--- src/rtl/pc_fetch_sequencer.sv ---
// Fetch sequencer sitting between an enable-less Program_Counter and instruction memory:
// issues requests, holds fetched words for decode, and handles redirects and misaligned targets.
module pc_fetch_sequencer #(
  parameter int CHECK_ALIGN = 1
) (
  input  logic        Clk,
  input  logic        Reset,
  input  logic [31:0] PC_Cur,
  output logic [31:0] PC_Next,
  input  logic        Stall,
  input  logic        Redirect_Valid,
  input  logic [31:0] Redirect_Target,
  output logic        IMem_Req,
  output logic [31:0] IMem_Addr,
  input  logic        IMem_Ack,
  input  logic [31:0] IMem_Rdata,
  output logic        Instr_Valid,
  output logic [31:0] Instr,
  output logic [31:0] Instr_PC,
  input  logic        Instr_Ready,
  output logic        Misalign_Fault,
  output logic [31:0] Fetch_Count
);

  localparam logic [2:0] S_IDLE  = 3'd0;
  localparam logic [2:0] S_REQ   = 3'd1;
  localparam logic [2:0] S_DRAIN = 3'd2;
  localparam logic [2:0] S_HOLD  = 3'd3;
  localparam logic [2:0] S_FAULT = 3'd4;

  logic [2:0]  state_r, state_n;
  logic [31:0] addr_q_r;
  logic [31:0] instr_r;
  logic [31:0] instr_pc_r;
  logic [31:0] fetch_count_r;
  logic        req_pending_r, req_pending_n;
  logic        fault_pending_r, fault_pending_n;

  logic [31:0] pc_next_s;
  logic        imem_req_s;
  logic [31:0] imem_addr_s;
  logic        instr_valid_s;
  logic        capture_s;
  logic        accept_s;
  logic        redir_bad_s;
  logic        fault_now_s;
  logic [31:0] target_s;

  function automatic logic is_misaligned(input logic [31:0] t);
    return (CHECK_ALIGN != 0) && (t[1:0] != 2'b00);
  endfunction

  // With alignment checking disabled the low target bits are simply dropped.
  function automatic logic [31:0] clean_target(input logic [31:0] t);
    return (CHECK_ALIGN != 0) ? t : {t[31:2], 2'b00};
  endfunction

  assign redir_bad_s = Redirect_Valid && is_misaligned(Redirect_Target);
  assign target_s    = clean_target(Redirect_Target);

  // Next-state, PC steering and memory-side outputs.
  always_comb begin
    state_n         = state_r;
    pc_next_s       = PC_Cur;
    imem_req_s      = 1'b0;
    imem_addr_s     = 32'd0;
    instr_valid_s   = 1'b0;
    capture_s       = 1'b0;
    accept_s        = 1'b0;
    req_pending_n   = 1'b0;
    fault_pending_n = fault_pending_r;
    fault_now_s     = fault_pending_r;
    case (state_r)
      S_IDLE: begin
        state_n = S_REQ;
      end
      S_REQ: begin
        imem_req_s  = req_pending_r | ~Stall;
        imem_addr_s = PC_Cur;
        if (Redirect_Valid) begin
          if (!redir_bad_s) begin
            pc_next_s = target_s;
          end else begin
            pc_next_s = PC_Cur;
          end
          // An unanswered request must still be drained before moving on.
          if (imem_req_s && !IMem_Ack) begin
            state_n         = S_DRAIN;
            fault_pending_n = redir_bad_s;
          end else if (redir_bad_s) begin
            state_n = S_FAULT;
          end else begin
            state_n = S_REQ;
          end
        end else if (imem_req_s && IMem_Ack) begin
          capture_s = 1'b1;
          state_n   = S_HOLD;
        end else if (imem_req_s) begin
          req_pending_n = 1'b1;
        end else begin
          state_n = S_REQ;
        end
      end
      S_DRAIN: begin
        imem_req_s  = 1'b1;
        imem_addr_s = addr_q_r;
        if (Redirect_Valid) begin
          fault_now_s = redir_bad_s;
          if (!redir_bad_s) begin
            pc_next_s = target_s;
          end else begin
            pc_next_s = PC_Cur;
          end
        end else begin
          fault_now_s = fault_pending_r;
        end
        if (IMem_Ack) begin
          state_n         = fault_now_s ? S_FAULT : S_REQ;
          fault_pending_n = 1'b0;
        end else begin
          fault_pending_n = fault_now_s;
        end
      end
      S_HOLD: begin
        instr_valid_s = ~Redirect_Valid;
        if (Redirect_Valid) begin
          if (redir_bad_s) begin
            state_n = S_FAULT;
          end else begin
            pc_next_s = target_s;
            state_n   = S_REQ;
          end
        end else if (Instr_Ready) begin
          pc_next_s = PC_Cur + 32'd4;
          accept_s  = 1'b1;
          state_n   = S_REQ;
        end else begin
          state_n = S_HOLD;
        end
      end
      S_FAULT: begin
        if (Redirect_Valid && !redir_bad_s) begin
          pc_next_s = target_s;
          state_n   = S_REQ;
        end else begin
          state_n = S_FAULT;
        end
      end
      default: begin
        state_n = S_IDLE;
      end
    endcase
  end

  // State, captured instruction, request address and accepted-instruction counter.
  always_ff @(posedge Clk or posedge Reset) begin
    if (Reset) begin
      state_r         <= S_IDLE;
      addr_q_r        <= 32'd0;
      instr_r         <= 32'd0;
      instr_pc_r      <= 32'd0;
      fetch_count_r   <= 32'd0;
      req_pending_r   <= 1'b0;
      fault_pending_r <= 1'b0;
    end else begin
      state_r         <= state_n;
      req_pending_r   <= req_pending_n;
      fault_pending_r <= fault_pending_n;
      if (state_r == S_REQ) begin
        addr_q_r <= PC_Cur;
      end
      if (capture_s) begin
        instr_r    <= IMem_Rdata;
        instr_pc_r <= PC_Cur;
      end
      if (accept_s) begin
        fetch_count_r <= fetch_count_r + 32'd1;
      end
    end
  end

  assign PC_Next        = pc_next_s;
  assign IMem_Req       = imem_req_s;
  assign IMem_Addr      = imem_addr_s;
  assign Instr_Valid    = instr_valid_s;
  assign Instr          = instr_r;
  assign Instr_PC       = instr_pc_r;
  assign Misalign_Fault = (state_r == S_FAULT);
  assign Fetch_Count    = fetch_count_r;

endmodule
--- config.mk ---
export PLATFORM = sky130hd
export DESIGN_NAME = pc_fetch_sequencer
export DESIGN_NICKNAME = d
export VERILOG_FILES = /design/src/rtl/pc_fetch_sequencer.sv
export SDC_FILE = /design/constraint.sdc
export NUM_CORES = 1
export LEC_CHECK = 0
export BUFFER_PORTS_ARGS = -buffer_cell sky130_fd_sc_hd__buf_2
export CORE_AREA = 2 2 160 162
export CTS_CLUSTER_SIZE = 8
export DETAILED_ROUTE_END_ITERATION = 8
export DIE_AREA = 0 0 162 164
export GPL_ROUTABILITY_DRIVEN = 0
export RECOVER_POWER = 25
export REMOVE_ABC_BUFFERS = 1
export SYNTH_ARGS = -nofsm -noshare
export SYNTH_HDL_FRONTEND = slang
export SYNTH_SLANG_ARGS = --single-unit
export TNS_END_PERCENT = 5
--- constraint.sdc ---
create_clock -name Clk -period 8.65 [get_ports Clk]
set_input_delay 0 -clock Clk [delete_from_list [all_inputs] [get_ports Clk]]
set_output_delay 0 -clock Clk [all_outputs]
set_load 0.05 [all_outputs]
# Word level (Yosys, flattened, before mapping)
# Index checks and enable logic that the tools add are counted.
[word_totals] regBits=133 wordCells=68 output_inout_bits=163
[op_classes] n_addsub=2 muxes=36 reduce_logical=12 n_eq_ne=8 bitwise_logic=3
[ops] operator="2-to-1 mux 32 bit" n=5
[ops] operator="case mux 32 bit (3 select lines)" n=1
[ops] operator="case mux 32 bit (2 select lines)" n=1
[ops] operator="adder 32 x 1 -> 32 bit, second input constant" n=1
[ops] operator="adder 32 x 3 -> 32 bit, second input constant" n=1
[ops] operator="2-to-1 mux 3 bit" n=9
[ops] operator="2-to-1 mux 1 bit" n=16
[ops] operator="case mux 3 bit (5 select lines)" n=1
[ops] operator="equality test 3 x 2 -> 1 bit, second input constant" n=2
[ops] operator="inequality test 2 bit, second input constant" n=3
[ops] operator="logical AND 1 bit" n=4
[ops] operator="inequality test 4 bit, second input constant" n=1
[ops] operator="case mux 1 bit (2 select lines)" n=2
[ops] operator="nonzero test 2 bit" n=2
[ops] operator="equality test 3 x 1 -> 1 bit, second input constant" n=1
[ops] operator="equality test 3 bit, second input constant" n=1
[ops] operator="zero test 3 bit" n=1
[ops] operator="AND reduction 3 bit" n=1
[ops] operator="zero test 1 bit" n=2
[ops] operator="2-to-1 mux 2 bit" n=1
[ops] operator="inverter 1 bit" n=2
[ops] operator="AND reduction 2 bit" n=1
[ops] operator="OR reduction 2 bit" n=1
[ops] operator="bitwise OR 1 bit" n=1

# Longest topological paths before layout
# Gate-level depths: netlist (run 1).
[logic_depth] ltp_word=7 mapped_depth=8

# Worst setup path before layout (run 1)
# OpenSTA, ideal clock, no wires.
[synth_timing] path_type="reg-to-output" startpoint="reg state_r[2]" endpoint="out PC_Next[27]" stages_incl_launch_ff=7 slack_ps=5857 arrival_ps=2793 required_time_ps=8650 cell_sequence="dfrtp_1 -> clkbuf_1 -> nand3b_1 -> buf_2 -> nor2_1 -> a31oi_1 -> o211ai_1"
[synth_via] elab_chain_len=3 word_cells_on_any_way=6
[synth_lines] item="from (decl)" line_no="31" source="logic [2:0] state_r, state_n;"
[synth_lines] item="from (signal assigned)" line_no="166" source="state_r <= state_n;"
[synth_lines] item="equality test 3 x 1 -> 1 bit / equality test 3 x 2 -> 1 bit (equally long branches)" line_no="73" source="case (state_r)"
[synth_lines] item="OR reduction 2 bit (no line)"
[synth_lines] item="case mux 32 bit (3 select lines) (*)" line_no="73"
[synth_lines] item="to (decl)" line_no="9" source="output logic [31:0] PC_Next,"
# Every way passes the cells marked *; elsewhere a longest branch is shown, timed or not.

# Worst setup path in the final report (run 1)
[layout_timing] startpoint="reg state_r[0]" endpoint="out PC_Next[26]"
# Same word-level chain as after synthesis.

==> results of run 1 <==
==> stage by stage <==
step | utilization [%] | area (sq um) | hold slack (ns) | power, uW
final | 39.80 | 9877 | 0.05838 | 3801
after global routing | 39.80 | 9877 | 0.1235 | 4009
after CTS | 40.04 | 9937 | 0.04928 | 3868
after detailed placement | 35.00 | 8686 | 0.1299 | 3096
after global placement | 35.00 | 8686 | 0.1236 | 3068
after floorplan | - | 6882 | 0.07932 | 2513
==> flip-flops by register name (all words and copies together) (netlist names) <==
name and count:
Instr_PC 32, state_r 3, Instr 32, Fetch_Count 32, addr_q_r 32, fault_pending_r 1
req_pending_r 1
==> power by group <==
part           total, uW  internal, uW  switching, uW  leakage, uW
clock network        727           387            340     0.000288
registers           1010           863            144      0.00166
logic               2070           476           1590      0.00279
total               3800          1730           2080      0.00474
==> layout make-up <==
class	instances	area [sq um]	area share, %
Timing Repair Buffer	337	1981	20.05
Multi-Input combinational cell	554	3510	35.53
Tap cell	330	412.9	4.180
Inverter	17	65.06	0.6587
Sequential cell	133	3328	33.70
Clock buffer	17	425.4	4.307
Clock inverter	15	155.1	1.571
==> worst paths after layout <==
| path | start | to | slack (ns) | cells after the start |
|---|---|---|---|---|
| setup reg to reg | state_r[0] | Fetch_Count[28] | 5.61 | 5 |
| max in group asynchronous | Reset | addr_q_r[3] | 5.68 | 4 |
| hold / removal | Instr_Ready | state_r[1] | 0.06 | 4 |
| hold reg to reg | Fetch_Count[31] | Fetch_Count[31] | 0.47 | 1 |
| min in group asynchronous | Reset | Instr[19] | 0.99 | 3 |
| setup / recovery | state_r[0] | PC_Next[26] | 5.25 | 6 |
==> layer usage <==
layer	track usage [%]	up-vias	part of all wire, %
li1	-	3287	-
met5	0	-	0
met1	25.13	3314	43
met2	32.11	256	48
met4	5.672	0	1.8
met3	4.672	33	6.5
==> logic make-up after synthesis <==
group,Yosys count
buffers and inverters,62
muxes,67
and+or+nand+nor,327
adders and majority gates,3
xor gates and xnor gates,32
AOI/OAI and AO/OA,125
DFF,133
==> cell usage in the layout (no fill, tap or decap), types with 3 or more instances in the layout <==
| master | count |
|---|---|
| a2111oi_0 | 3 |
| a211oi_1 | 7 |
| a21oi_1 | 22 |
| a221o_1 | 5 |
| a22o_1 | 6 |
| and2_1 | 9 |
| and3_1 | 6 |
| and4_1 | 9 |
| buf_2 | 219 |
| buf_4 | 6 |
| clkbuf_1 | 45 |
| clkbuf_16 | 17 |
| dfrtp_1 | 133 |
| dlygate4sd3_1 | 67 |
| inv_1 | 16 |
| inv_6 | 5 |
| inv_8 | 5 |
| mux2_1 | 42 |
| mux2_2 | 23 |
| nand2_1 | 164 |
| nand2b_1 | 4 |
| nand3_1 | 24 |
| nand3b_1 | 3 |
| nand4_1 | 15 |
| nor2_1 | 48 |
| nor3_1 | 15 |
| nor4_1 | 7 |
| o21a_1 | 4 |
| o21ai_0 | 32 |
| o22ai_1 | 9 |
| o31a_1 | 4 |
| o31ai_1 | 4 |
| or3_1 | 5 |
| xnor2_1 | 15 |
| xor2_1 | 17 |
==> tightest hold or removal path, cell delays in order <==
cell     delay, ns
buf_2         0.17
nor2_1        0.07
a21oi_1       0.11
o22ai_1       0.08
==> timing repair <==
| action | CTS | global route |
|---|---|---|
| endpoints found under the hold margin | 158 | 0 |
| setup buffers | 0 | 0 |
| hold buffers | 67 | 0 |
==> flow_metrics.py, run 1 <==
metrics = {
    "outcome": {
        "status": "finished with violations",
        "violations": "max-capacitance violations, max-slew violations",
    },
    "flow_run": {
        "max_cap_viol_count": 1,
    },
    "critical_path": {
        "cp-end-kind": "output pin",
        "max_stage_delay_ns": 0.59,
        "critPathBufInv": 1,
        "critPathLaunchType": "flip-flop",
        "crit_family": "compound AO/OA/AOI/OAI gates",
        "path_cells": "o21ai_0 > and2_1 > nand2_1 > a2111oi_0 > o22a_1 > buf_2",
        "cp.arrival_ns": 3.40,
        "crit_slowest_cell": "a2111oi_0",
        "cp.required_ns": 8.65,
        "critPathMaxFanout": 18,
        "worstSetupPathType": "reg2out",
    },
    "synth": {
        "synth_xor_xnor_area_share_pct": 3.962,
        "syn_avg_cell_area_sq_um": 9.443,
        "muxShareOfSynthArea_pct": 10.63,
        "synthFlopType": "dfrtp_1",
        "synth-simple-area-share_pct": 22.22,
        "synth_cell_types": 69,
        "synth_area_leader_cell": "dfrtp_1",
        "synth_top_family_by_area": "simple AND/OR/NAND/NOR gates",
        "yosysSeqAreaShare_pct": 47.05,
        "async_reset_ff_share_pct": 100.0,
        "synth-edff-count": 0,
        "synthAdderAreaFrac_pct": 0.4953,
        "ys_top_cells_by_count": "165 x nand2_1, 133 x dfrtp_1, 48 x nor2_1",
        "synth.most_common_cell": "nand2_1",
        "synth_compound_area_share_pct": 12.03,
        "synth_warnings": 0,
        "syn_area_sq_um": 7073,
        "synth_area_leaders": "dfrtp_1 47%, nand2_1 8.8%, mux2_1 6.7%, mux2_2 3.7%, nor2_1 2.5%",
        "synth.top_cell.area_share_pct": 47.05,
        "ys_ff_latch": 133,
        "syn_inst": 749,
    },
    "sta": {
        "fin_crit_ns": 3.401,
        "max_freq_mhz": 294.0,
        "layout_setup_ws_ns": 5.249,
        "finalSetupTns_ns": 0,
        "finalHoldViolCount": 0,
        "grt_setup_unrepaired": "no",
        "slew_violations": 65,
        "finClkSkew_ns": 0.01143,
        "slew_headroom_pct": -101.0,
        "setup_viol": 0,
        "fin_crit_sh_pct": 39.32,
        "tightestPinTransition_ns": 2.998,
    },
    "clock_network": {
        "clk_latency_ns": 0.43,
        "ctsResizeCount": 0,
        "clock_path_buffers": 2,
        "cts_tree": "yes",
        "cts_max_level": 4,
        "root_buffer": "clkbuf_16",
        "clk_pin_slew_ns": 0.07,
        "cts.sinks": 133,
        "numCtsBuffers": 17,
    },
    "floorplan": {
        "coreArea_sq_um": 24820,
        "ios": 265,
        "die_x_microns": 162,
        "core.rowCount": 58,
        "fp.dieArea_sq_um": 26570,
        "fp.dieH_microns": 164,
        "start_util_pct": 28.50,
    },
    "drt": {
        "drc": 0,
        "drtIter0Drc": 401,
        "wl_microns": 25340,
        "vias": 6890,
        "first_pass_iters": 5,
        "drt.antenna.violating_nets": 0,
        "drt-wirelength-per-cell_microns": 18.06,
        "vias_per_cell": 4.911,
    },
    "place": {
        "port_buffers": 264,
        "place.detailed.hpwl_microns": 17900,
        "pre_cts_slack_ns": 5.587,
        "dp.cells": 1304,
    },
    "grt": {
        "antenna_found_initial": 0,
        "grt_max_degree": 71,
        "grt_pass1_wl_microns": 39560,
        "grtUsageTotal_pct": 19.35,
        "grt_overflow": 0,
        "grt_pass1_vias": 6870,
    },
    "power": {
        "ir_drop_mv": 0.2274,
        "leakage_uw": 0.004739,
        "power-per-cell-area_nw_per_um2": 384.8,
    },
    "finish": {
        "antenna_cells": 0,
        "layout.cells.non_filler": 1403,
        "n_fill_cell": 2518,
        "layout-drive-gt1-share_pct": 27.31,
        "area_growth_syn_to_layout_pct": 39.64,
        "final_nets": 1164,
    },
    "min_path": {
        "hold_class": "in2reg",
    },
}
No activity file was read; power rests on OpenSTA's default activity.
==> inputs of run 2 (changes only) <==
==> constraint.sdc (replaced) <==
create_clock -name Clk -period 2.96 [get_ports Clk]
set_input_delay 0 -clock Clk [delete_from_list [all_inputs] [get_ports Clk]]
set_output_delay 0 -clock Clk [all_outputs]
set_load 0.05 [all_outputs]
==> flow_metrics.py, run 2 (synthesized netlist as in run 1, its figures left out) <==
metrics = {
    "clock_network": {
        "cts_max_level": 4,
        "cts_tree": "yes",
        "clk_latency_ns": 0.42,
        "cts.sinks": 133,
        "root_buffer": "clkbuf_16",
        "clk_pin_slew_ns": 0.06,
        "clock_path_buffers": 2,
        "numCtsBuffers": 17,
    },
    "critical_path": {
        "critPathLaunchType": "flip-flop",
        "cp-end-kind": "output pin",
        "cp.arrival_ns": 2.77,
        "crit_family": "simple AND/OR/NAND/NOR gates",
        "crit_slowest_cell": "dfrtp_1",
        "cp.required_ns": 2.96,
        "r2r-end": "req_pending_r",
        "critPathMaxFanout": 18,
        "worstSetupPathType": "reg2out",
        "critPathBufInv": 2,
        "max_stage_delay_ns": 0.62,
        "r2r-start": "state_r[1]",
        "rr_worst_depth": 5,
        "path_cells": "nand3b_1 > buf_4 > nor2_1 > nor3b_1 > o22ai_1 > nor3_1 > buf_2",
        "reg2reg_slack_ns": 0.67,
    },
    "place": {
        "dp.cells": 1321,
        "place.detailed.hpwl_microns": 18320,
        "port_buffers": 264,
    },
    "floorplan": {
        "fp.dieArea_sq_um": 26570,
        "die_x_microns": 162,
        "ios": 265,
        "coreArea_sq_um": 24820,
        "core.rowCount": 58,
        "start_util_pct": 28.50,
        "fp.dieH_microns": 164,
    },
    "sta": {
        "grt_setup_unrepaired": "no",
        "slew_headroom_pct": -45.94,
        "finClkSkew_ns": 0.01273,
        "max_freq_mhz": 361.5,
        "finalHoldViolCount": 0,
        "setup_viol": 0,
        "slew_violations": 52,
        "fin_crit_sh_pct": 93.45,
        "fin_hold_ws_ns": 0.06871,
        "tightestPinTransition_ns": 2.187,
        "finalSetupTns_ns": 0,
        "fin_crit_ns": 2.766,
    },
    "drt": {
        "vias": 7040,
        "first_pass_iters": 5,
        "drt.antenna.violating_nets": 0,
        "drtIter0Drc": 528,
        "wl_microns": 25760,
        "drc": 0,
        "drt-wirelength-per-cell_microns": 18.13,
        "vias_per_cell": 4.954,
    },
    "power": {
        "leakage_uw": 0.004935,
        "power-per-cell-area_nw_per_um2": 1118,
        "ir_drop_mv": 0.5790,
    },
    "finish": {
        "final_nets": 1181,
        "n_fill_cell": 2506,
        "layout.cells.non_filler": 1421,
        "finish.utilization_pct": 40.53,
        "layout_common_cells": "263 x buf_2, 164 x nand2_1, 132 x dfrtp_1",
        "layout_commonest_cell": "buf_2",
        "layout-drive-gt1-share_pct": 32.66,
        "multi_input_area_sq_um": 3516,
        "final-seq-area_sq_um": 3329,
        "area_growth_syn_to_layout_pct": 42.22,
    },
    "min_path": {
        "hold_depth": 4,
        "hold_class": "in2reg",
        "min_from": "Redirect_Target[0]",
        "hold_path_end": "state_r[0]",
    },
    "grt": {
        "grt_max_degree": 57,
        "grtUsageTotal_pct": 19.43,
        "grt_pass1_vias": 6926,
        "grt_pass1_wl_microns": 39710,
        "grt_overflow": 0,
        "antenna_found_initial": 1,
    },
    "flow_run": {
        "max_cap_viol_count": 1,
    },
    "outcome": {
        "violations": "max-capacitance violations, max-slew violations",
        "status": "finished with violations",
    },
}
==> run 2: changes by cell type in the layout (fill, tap and decap cells not counted), sizes merged <==
cell and delta:
diode +1, inv -2, buf +61, clkbuf -44
clkinvlp +5, clkinv -3
==> run 2: worst max path at each step <==
stage	from	to	cells after the start
after floorplan	state_r[0]	Instr[29]	4
after global placement	state_r[0]	Instr[6]	5
after detailed placement	state_r[0]	Instr[4]	5
after CTS	state_r[1]	PC_Next[12]	6
after global routing	state_r[2]	PC_Next[31]	7
final	state_r[2]	PC_Next[31]	7
==> run 2: timing repair <==
item                       CTS  global route
buffers inserted             0             0
hold endpoints to repair   147             0
setup endpoints to repair    0             6
hold buffers                67             0
gates resized for setup      0             3
==> run 2: area by class of cell <==
class	instances	area share [%]
flip-flops and latches	133	33.10
multi-input cells	554	34.95
inverters	17	0.6343
clock inverters	15	1.206
clock buffers	17	4.229
diodes	1	0.02488
repair buffers	354	21.75
well taps	330	4.104
==> run 2: stage by stage <==
stage | instance area [sq um] | power (uW) | setup slack (ns)
3_3_place_gp | 8838 | 9089 | 0.6328
3_5_place_dp | 8838 | 9160 | 0.5565
6_report | 10060 | 11250 | 0.1938
5_1_grt | 10060 | 11850 | 0.04521
2_1_floorplan | 6882 | 7345 | -1.067
4_1_cts | 10060 | 11290 | 0.1420
==> run 2: per-layer routing <==
| layer | GRT usage [%] | vias to the layer above | share of wire [%] |
|---|---|---|---|
| met3 | 4.975 | 50 | 7.2 |
| met4 | 8.126 | 0 | 3.2 |
| met1 | 25.36 | 3377 | 44 |
| met5 | 0 | - | 0 |
| met2 | 30.70 | 304 | 46 |
| li1 | - | 3309 | - |
==> run 2: tightest hold or removal path: cells and delay by family <==
family | cells | cell delay (ns)
AO/OA/AOI/OAI | 2 | 0.23
buffers and inverters | 1 | 0.12
AND/OR/NAND/NOR | 1 | 0.09
==> run 2: power breakdown <==
part / internal (uW) / total [uW] / switching, uW / leakage [uW]
registers: 2520 / 2940 / 420 / 0.00166
logic: 1570 / 6270 / 4710 / 0.00302
clock network: 1090 / 2030 / 940 / 0.000253
==> inputs of run 3 (changes only) <==
==> constraint.sdc (replaced) <==
create_clock -name Clk -period 2.96 [get_ports Clk]
set_input_delay 0.444 -clock Clk [delete_from_list [all_inputs] [get_ports Clk]]
set_output_delay 0.444 -clock Clk [all_outputs]
set_load 0.05 [all_outputs]
==> flow_metrics.py, run 3 (synthesized netlist as in run 1, its figures left out) <==
metrics = {
    "grt": {
        "grt_max_degree": 66,
        "grtUsageTotal_pct": 19.18,
        "antenna_found_initial": 3,
        "grt_pass1_vias": 6655,
        "grt_pass1_wl_microns": 38920,
        "grt_overflow": 0,
    },
    "place": {
        "dp.cells": 1353,
        "port_buffers": 264,
        "place.detailed.hpwl_microns": 19280,
    },
    "sta": {
        "slew_headroom_pct": -1.089,
        "tightestPinTransition_ns": 1.516,
        "slew_violations": 66,
        "finClkSkew_ns": 0.008039,
        "layout_setup_ws_ns": -0.04803,
        "finalHoldViolCount": 0,
        "setup_viol": 2,
        "fin_crit_sh_pct": 101.6,
        "grt_setup_unrepaired": "yes",
        "fin_hold_ws_ns": 0.2366,
        "max_freq_mhz": 332.4,
        "fin_crit_ns": 3.008,
    },
    "critical_path": {
        "cp.required_ns": 2.52,
        "crit_family": "simple AND/OR/NAND/NOR gates",
        "path_cells": "nand3b_1 > buf_12 > nor2_1 > nor3b_1 > o22ai_1 > nor3_1 > buf_2",
        "rr_worst_depth": 6,
        "cp-end-kind": "output pin",
        "crit_slowest_cell": "dfrtp_2",
        "worstSetupPathType": "reg2out",
        "critPathMaxFanout": 19,
        "reg2reg_slack_ns": 0.70,
        "cp.arrival_ns": 2.56,
        "max_stage_delay_ns": 0.55,
        "crit_cells": 7,
        "critPathBufInv": 2,
        "critPathLaunchType": "flip-flop",
    },
    "flow_run": {
        "max_cap_viol_count": 1,
    },
    "clock_network": {
        "clk_latency_ns": 0.42,
        "root_buffer": "clkbuf_16",
        "cts.sinks": 133,
        "cts_max_level": 4,
        "clk_pin_slew_ns": 0.06,
        "cts_hold_buffers": 0,
        "cts_tree": "yes",
        "numCtsBuffers": 17,
        "clock_path_buffers": 2,
        "cts_setup_buffers": 0,
    },
    "floorplan": {
        "fp.dieArea_sq_um": 26570,
        "ios": 265,
        "die_x_microns": 162,
        "coreArea_sq_um": 24820,
        "start_util_pct": 28.50,
        "core.rowCount": 58,
        "fp.dieH_microns": 164,
    },
    "finish": {
        "area_growth_syn_to_layout_pct": 37.82,
        "final-seq-area_sq_um": 3331,
        "final_nets": 1146,
        "layout.cells.non_filler": 1387,
        "layout_common_cells": "257 x buf_2, 164 x nand2_1, 131 x dfrtp_1",
        "layout_commonest_cell": "buf_2",
        "multi_input_area_sq_um": 3536,
        "layout-drive-gt1-share_pct": 37.19,
        "n_fill_cell": 2522,
    },
    "power": {
        "ir_drop_mv": 0.6703,
        "leakage_uw": 0.004853,
        "power-per-cell-area_nw_per_um2": 1181,
        "total_power_uw": 11510,
    },
    "drt": {
        "first_pass_iters": 5,
        "vias_per_cell": 4.962,
        "vias": 6882,
        "drtIter0Drc": 494,
        "drt-wirelength-per-cell_microns": 18.48,
        "wl_microns": 25630,
        "drt.antenna.violating_nets": 0,
        "drc": 0,
    },
    "outcome": {
        "status": "finished with violations",
        "violations": "max-capacitance violations, max-slew violations, negative setup slack",
    },
    "min_path": {
        "hold_class": "in2reg",
        "hold_depth": 2,
    },
}
-- run 3: cell count changes in the layout (fill, tap and decap cells not counted), moves of 3 or more --
cell,delta
clkinvlp_4,-3
inv_6,-3
buf_2,-6
buf_4,+32
clkbuf_4,+3
dlygate4sd3_1,-67
bufinv_16,+3
-- run 3: timing repair --
action                     CTS  global route
resized for setup            3            15
setup endpoints to repair   14            19
pin swaps                    0             1
-- run 3: cell type report --
| type | instances | area share (%) |
|---|---|---|
| clock buffer | 20 | 4.685 |
| antenna | 3 | 0.07701 |
| sequential | 133 | 34.17 |
| tap | 330 | 4.236 |
| inverter | 17 | 0.6931 |
| timing repair buffer | 319 | 18.33 |
| clock inverter | 11 | 1.540 |
| multi-input combinational | 554 | 36.27 |
-- run 3: final timing paths --
path / start / end
max in group asynchronous: Reset / Fetch_Count[31]
worst max register to register: state_r[2] / Fetch_Count[28]
worst min register to register: Fetch_Count[31] / Fetch_Count[31]
worst max-delay path: state_r[2] / PC_Next[31]
worst min-delay path: IMem_Rdata[11] / Instr[11]
min in group asynchronous: Reset / Instr[17]
-- run 3: routing by layer --
layer,global-route usage (%),wire length (microns),vias to the layer above
met5,0,0,-
met4,7.120,573,0
met3,5.101,1987,42
met2,30.17,11840,305
met1,25.34,11230,3297
li1,-,-,3238
-- run 3: report_power, final --
part           switching, uW  internal, uW  leakage (uW)  total (uW)
combinational           4750          1600       0.00290        6350
sequential               386          2530       0.00166        2910
clock                    873          1370      0.000293        2240
-- run 3: metrics by stage --
step | utilization, % | setup slack [ns] | TNS (ns) | instance area, sq um
2_1_floorplan | - | -1.067 | -206.66 | 6882
3_3_place_gp | 36.68 | -0.04769 | -0.04769 | 9104
3_5_place_dp | 36.68 | -0.001487 | -0.001487 | 9104
4_1_cts | 39.15 | 0.03846 | 0 | 9716
5_1_grt | 39.28 | -0.08816 | -0.5409 | 9748
6_report | 39.28 | -0.04803 | -0.05952 | 9748
